===== src/rtl/mult_pkg.sv =====
// Shared state encoding and sizing helper for the sequential signed multiplier.
package mult_pkg;

  typedef enum logic [1:0] {IDLE, CALC, DONE} mult_state_t;

  function automatic int cnt_width(input int width);
    return $clog2(width + 1);
  endfunction

endpackage


===== src/rtl/mult_seq_signed_if.sv =====
// Start/done handshake and operand/product bus of mult_seq_signed.
// Ovf exists only when MULT_OVF_EN is defined.
interface mult_seq_signed_if #(
  parameter int WIDTH = 8
);
  logic               Run;
  logic [WIDTH-1:0]   Mcand;
  logic [WIDTH-1:0]   Mplier;
  logic [2*WIDTH-1:0] Product;
  logic               X;
  logic               Busy;
  logic               Done;
`ifdef MULT_OVF_EN
  logic               Ovf;

  modport master (output Run, Mcand, Mplier, input Product, X, Busy, Done, Ovf);
  modport slave  (input Run, Mcand, Mplier, output Product, X, Busy, Done, Ovf);
`else
  modport master (output Run, Mcand, Mplier, input Product, X, Busy, Done);
  modport slave  (input Run, Mcand, Mplier, output Product, X, Busy, Done);
`endif
endinterface


===== src/rtl/add_sub_nbit.sv =====
// N-bit ripple add/subtract: S = A + B, or A - B when Sub is high
// (B inverted, carry-in = Sub).
module add_sub_nbit #(
  parameter int N = 9
) (
  input  logic [N-1:0] A,
  input  logic [N-1:0] B,
  input  logic         Sub,
  output logic [N-1:0] S,
  output logic         Cout
);
  logic [N:0]   c;
  logic [N-1:0] bx;

  assign c[0] = Sub;
  assign bx   = B ^ {N{Sub}};

  for (genvar i = 0; i < N; i++) begin : g_fa
    full_adder u_fa (
      .a   (A[i]),
      .b   (bx[i]),
      .cin (c[i]),
      .s   (S[i]),
      .cout(c[i+1])
    );
  end

  assign Cout = c[N];
endmodule


===== src/rtl/full_adder.sv =====
// One-bit full adder, the ripple cell of add_sub_nbit.
module full_adder (
  input  logic a,
  input  logic b,
  input  logic cin,
  output logic s,
  output logic cout
);
  assign s    = a ^ b ^ cin;
  assign cout = (a & b) | (cin & (a ^ b));
endmodule


===== src/rtl/mult_seq_signed.sv =====
// Sequential signed add-shift multiplier, one partial product per clock.
// Optional MULT_OVF_EN adds a registered Ovf flag on entry to DONE.
module mult_seq_signed
  import mult_pkg::*;
#(
  parameter int WIDTH = 8
) (
  input  logic             Clk,
  input  logic             Reset,
  mult_seq_signed_if.slave bus
);
  localparam int CW = cnt_width(WIDTH);

  mult_state_t      state_q;
  logic             x_q, busy_q, done_q;
  logic [WIDTH-1:0] a_q, b_q, s_q;
  logic [CW-1:0]    cnt_q;

  logic             last;
  logic [WIDTH:0]   sum, xa_d;
  logic             cout_unused;
  logic             x_d;
  logic [WIDTH-1:0] a_d, b_d;

  // Last step weights the multiplier sign bit negatively, hence the subtract.
  add_sub_nbit #(.N(WIDTH + 1)) u_addsub (
    .A   ({a_q[WIDTH-1], a_q}),
    .B   ({s_q[WIDTH-1], s_q}),
    .Sub (last),
    .S   (sum),
    .Cout(cout_unused)
  );

  always_comb begin
    last = (cnt_q == CW'(WIDTH - 1));
    xa_d = b_q[0] ? sum : {x_q, a_q};
    x_d  = xa_d[WIDTH];
    a_d  = {xa_d[WIDTH], xa_d[WIDTH-1:1]};
    b_d  = {xa_d[0], b_q[WIDTH-1:1]};
  end

`ifdef MULT_OVF_EN
  logic           ovf_q, ovf_d;
  logic [WIDTH:0] top_d;

  // Representable in WIDTH signed bits iff Product[2W-1:W-1] is all one value.
  always_comb begin
    top_d = {a_d, b_d[WIDTH-1]};
    ovf_d = !((top_d == '0) || (top_d == '1));
  end

  assign bus.Ovf = ovf_q;
`endif

  always_ff @(posedge Clk) begin
    if (Reset) begin
      state_q <= IDLE;
      x_q     <= 1'b0;
      a_q     <= '0;
      b_q     <= '0;
      s_q     <= '0;
      cnt_q   <= '0;
      busy_q  <= 1'b0;
      done_q  <= 1'b0;
`ifdef MULT_OVF_EN
      ovf_q   <= 1'b0;
`endif
    end else begin
      case (state_q)
        IDLE: if (bus.Run) begin
          state_q <= CALC;
          x_q     <= 1'b0;
          a_q     <= '0;
          b_q     <= bus.Mplier;
          s_q     <= bus.Mcand;
          cnt_q   <= '0;
          busy_q  <= 1'b1;
`ifdef MULT_OVF_EN
          ovf_q   <= 1'b0;
`endif
        end
        CALC: begin
          x_q   <= x_d;
          a_q   <= a_d;
          b_q   <= b_d;
          cnt_q <= cnt_q + CW'(1);
          if (last) begin
            state_q <= DONE;
            busy_q  <= 1'b0;
            done_q  <= 1'b1;
`ifdef MULT_OVF_EN
            ovf_q   <= ovf_d;
`endif
          end
        end
        DONE: if (!bus.Run) begin
          state_q <= IDLE;
          done_q  <= 1'b0;
        end
        default: begin
          state_q <= IDLE;
          busy_q  <= 1'b0;
          done_q  <= 1'b0;
        end
      endcase
    end
  end

  assign bus.Product = {a_q, b_q};
  assign bus.X       = x_q;
  assign bus.Busy    = busy_q;
  assign bus.Done    = done_q;
endmodule


===== src/flat_wrapper.sv =====
// flat-port wrapper written by rule: the top's interface ports become plain ports
module mult_seq_signed_flat import mult_pkg::*;
#(
  parameter int WIDTH = 8
)
  (Clk, Reset, bus_Run, bus_Mcand, bus_Mplier, bus_Product, bus_X, bus_Busy, bus_Done);
  mult_seq_signed_if #(.WIDTH(WIDTH)) bus_i ();
  input  logic Clk;
  input  logic Reset;
  input wire logic [$bits(bus_i.Run)-1:0] bus_Run;
  input wire logic [$bits(bus_i.Mcand)-1:0] bus_Mcand;
  input wire logic [$bits(bus_i.Mplier)-1:0] bus_Mplier;
  output wire logic [$bits(bus_i.Product)-1:0] bus_Product;
  output wire logic [$bits(bus_i.X)-1:0] bus_X;
  output wire logic [$bits(bus_i.Busy)-1:0] bus_Busy;
  output wire logic [$bits(bus_i.Done)-1:0] bus_Done;
  assign bus_i.Run = bus_Run;
  assign bus_i.Mcand = bus_Mcand;
  assign bus_i.Mplier = bus_Mplier;
  assign bus_Product = bus_i.Product;
  assign bus_X = bus_i.X;
  assign bus_Busy = bus_i.Busy;
  assign bus_Done = bus_i.Done;
  mult_seq_signed #(.WIDTH(WIDTH)) u_core (.Clk(Clk), .Reset(Reset), .bus(bus_i));
endmodule

===== config.mk =====
export PLATFORM = sky130hd
export DESIGN_NAME = mult_seq_signed_flat
export DESIGN_NICKNAME = d
export VERILOG_FILES = /design/src/rtl/mult_pkg.sv /design/src/rtl/mult_seq_signed_if.sv /design/src/rtl/add_sub_nbit.sv /design/src/rtl/full_adder.sv /design/src/rtl/mult_seq_signed.sv /design/src/flat_wrapper.sv
export SDC_FILE = /design/constraint.sdc
export NUM_CORES = 1
export LEC_CHECK = 0
export CAP_MARGIN = 20
export CORE_MARGIN = 2
export CORE_UTILIZATION = 40
export DETAILED_ROUTE_END_ITERATION = 10
export HOLD_SLACK_MARGIN = 0.06
export MAX_ROUTING_LAYER = met4
export PLACE_DENSITY = 0.65
export SETUP_SLACK_MARGIN = 0.3
export SKIP_CTS_REPAIR_TIMING = 1
export SLEW_MARGIN = 25
export SYNTH_ARGS = -nofsm -noshare
export SYNTH_HDL_FRONTEND = slang
export SYNTH_HIERARCHICAL = 1
export SYNTH_SLANG_ARGS = --single-unit

===== constraint.sdc =====
create_clock -name Clk -period 12.9 [get_ports Clk]
set_input_delay 1.935 -clock Clk [delete_from_list [all_inputs] [get_ports Clk]]
set_output_delay 1.935 -clock Clk [all_outputs]
set_load 0.02 [all_outputs]

==> impl_metrics.toml <==
[power_and_ir_drop]
p_leak_nw = 0.871
power_mw = 0.223
ir_worst_vdd_v = 0.0000514
p_per_area_mw_per_mm2 = 102

[clock_tree]
root_buffer = "clkbuf_8"
cts_tree = "built"
htreeDepth = 2
clk_latency_ns = 0.28
path_clk_slew_ns = 0.06
cts_max_path_buffers = 2
cts_num_sinks = 32
cts_buffers = 5

[layout]
layout.nets = 252
antennaDiodeCount = 0
drive_above_1_share_pct = 14.3
area_delta_synth_final_pct = 22.3
finalNonFillerCells = 275
fin_util_pct = 50.8
nFillCells = 424
stdcell_area_sq_mm = 0.00220

[die]
start_util_pct = 41.5
num_rows = 24
coreArea_sq_mm = 0.00432
dieArea_sq_mm = 0.00504
ios = 38
die_w_um = 71.0
die_height_um = 71.0

[placement]
placed_cell_area_sq_mm = 0.00212
place_hpwl_um = 2400
dpl.cell_count = 268
dp_slack_ns = 7.52
gp_congestion = 0.797
port_buffers = 37

[global_routing]
grt_antenna_before_repair = 0
grt_pass1_vias = 1339
grt-ovfl-total = 0
grt_usage_pct = 16.1
grt_max_degree = 33
grt_pass1_wl_um = 6250

[yosys]
synth_nets = 221
avgSynthCellArea_sq_um = 9.35
synth_area_leaders = "dfxtp_1 36%, fa_1 10%, nand2_1 5.9%"
synth.distinct_cells = 37
ys_ff_latch = 32
synth_top_cell_area_share_pct = 35.7
syn_area_sq_mm = 0.00180
ys_warn_count = 6
synth-seq-area-share_pct = 35.7
synth_largest_area_cell = "dfxtp_1"
synth_edf_count = 0
post-synth-top-count-cell = "dfxtp_1"
ys_top_cells_by_count = "32 x dfxtp_1, 28 x nand2_1, 18 x a21oi_1, 13 x nor2_1"
synthFlopType = "dfxtp_1"
synth_top_family_by_area = "simple AND/OR/NAND/NOR gates"
synthArstFlopShare_pct = 0
synth_compound_area_share_pct = 9.69
synth_xor_xnor_area_share_pct = 4.39
synth_mux_area_share_pct = 4.32
synth_fa_ha_area_share_pct = 10.7
synthCells = 192
yosys.area_share.simple_pct = 26.8

[flow_run]
cap_violations = 0

[timing]
period_minus_slack_ns = 5.38
hold_violations = 0
grt_setup_unrepaired = "no"
fin_skew_ns = 0.00601
min_period_over_period_pct = 41.7
worstMarginPinSlew_ns = 0.714
whs_ns = 0.467
finalSetupViolations = 0
tns_ns = 0
fmax_mhz = 186
slew_headroom_pct = 52.3
worst_slack_ns = 7.52
maxSlewViolCount = 0

[drt]
avgViaCountPerCell = 5.07
ant_nets = 0
wl_per_cell_um = 13.0
firstDrtPassIters = 4
totalWireLength_um = 3570
drc = 0
vias = 1394
drt_iter0_markers = 41

[worst_setup_path]
slowest_delay_ns = 0.43
slowest_stage = "fa_1"
critPathRequiredTime_ns = 13.05
cp_data_arrival_time_ns = 5.53
crit_path_start = "u_core/cnt_q[0]$_SDFFE_PP0P_"
cp_max_fo = 11
path_class = "flip-flop to flip-flop"
cp-end-kind = "flip-flop"
crit_chain = "ha_1 -> nand3b_1 -> inv_1 -> xor2_1 -> fa_1 -> fa_1 -> fa_1 -> fa_1 -> fa_1 -> fa_1 -> fa_1 -> fa_1 -> fa_1 -> and3b_1 -> o21ai_0 -> a21oi_1"
r2r_start = "u_core/cnt_q[0]$_SDFFE_PP0P_"
crit_top_cell = "fa_1"
startpoint_type = "flip-flop"
r2r_cells = 16

[min_path]
min_path_cells = 2
hold_start = "u_core/s_q[5]$_SDFFE_PP0P_"
hold_path_class = "flip-flop to flip-flop"

[outcome]
status = "complete, no violations"
==> final timing paths <==
check,to,slack [ns]
max,u_core/bus.X$_SDFFE_PP0P_,7.52
min reg2reg,u_core/s_q[5]$_SDFFE_PP0P_,0.47
min,u_core/s_q[5]$_SDFFE_PP0P_,0.47
max reg2reg,u_core/bus.X$_SDFFE_PP0P_,7.52
==> cell families after synthesis <==
kind of cell,count (synthesis)
fa+ha+maj,10
buf+inv,18
xor+xnor,9
compound gates,30
mux,7
flops,32
simple gates,86
==> worst max-delay path: cells and delay by family (launching register included) <==
kind	cells	cell delay, ns
adder cells (fa/ha/maj)	10	3.79
buffers and inverters	1	0.41
flip-flops	1	0.37
AND/OR/NAND/NOR	2	0.31
AO/OA/AOI/OAI	2	0.21
XOR/XNOR	1	0.16
==> routing by layer <==
layer	vias to the layer above	global-route usage (%)	wire length (um)	part of all wire, %
met2	34	25.6	1670	47
met4	0	6.92	50	1.4
met1	649	19.2	1650	46
met3	4	4.13	192	5.4
met5	-	-	0	0
li1	707	-	-	-
==> layout by cell type (no fill, tap or decap), drive strengths merged <==
cell,netlist,layout
clkbuf,3,6
xor2,9,9
buf,13,3
nor3,8,8
or3b,1,1
mux2,6,6
nand2,28,28
and2b,1,1
nor4,8,8
and2,1,1
a211oi,1,1
nand3,11,11
or3,1,1
ha,1,1
nand3b,1,1
nand2b,1,1
nor2b,5,5
mux2i,1,1
dfxtp,32,32
nor2,17,17
fa,9,9
o21bai,2,2
a21oi,22,22
inv,2,2
and3b,1,1
clkdlybuf4s50,0,37
o21ai,4,4
clkinv,0,1
nor3b,2,2
a31oi,1,1
==> registers in the layout, indices dropped and copies added (netlist names) <==
signal and cells:
u_core/a_q 7, u_core/cnt_q 4, u_core/bus.Done 1, u_core/bus.X 1
u_core/state_q 2, u_core/b_q 8, u_core/s_q 8, u_core/bus.Busy 1
==> where the power goes <==
part / internal [mW] / switching [mW]
Sequential: 0.104 / 0.00603
Combinational: 0.0199 / 0.0210
Clock: 0.0366 / 0.0353
Total: 0.161 / 0.0623
==> final cells by class <==
type	instances	area (sq um)	area share [%]
Multi-Input combinational cell	142	1000	45.8
Sequential cell	32	641	29.2
Timing Repair Buffer	40	400	18.2
Clock buffer	6	72.6	3.30
Tap cell	52	65.1	2.96
Inverter	2	7.51	0.342
Clock inverter	1	5.00	0.228
Power figures use the tool's default switching activity.
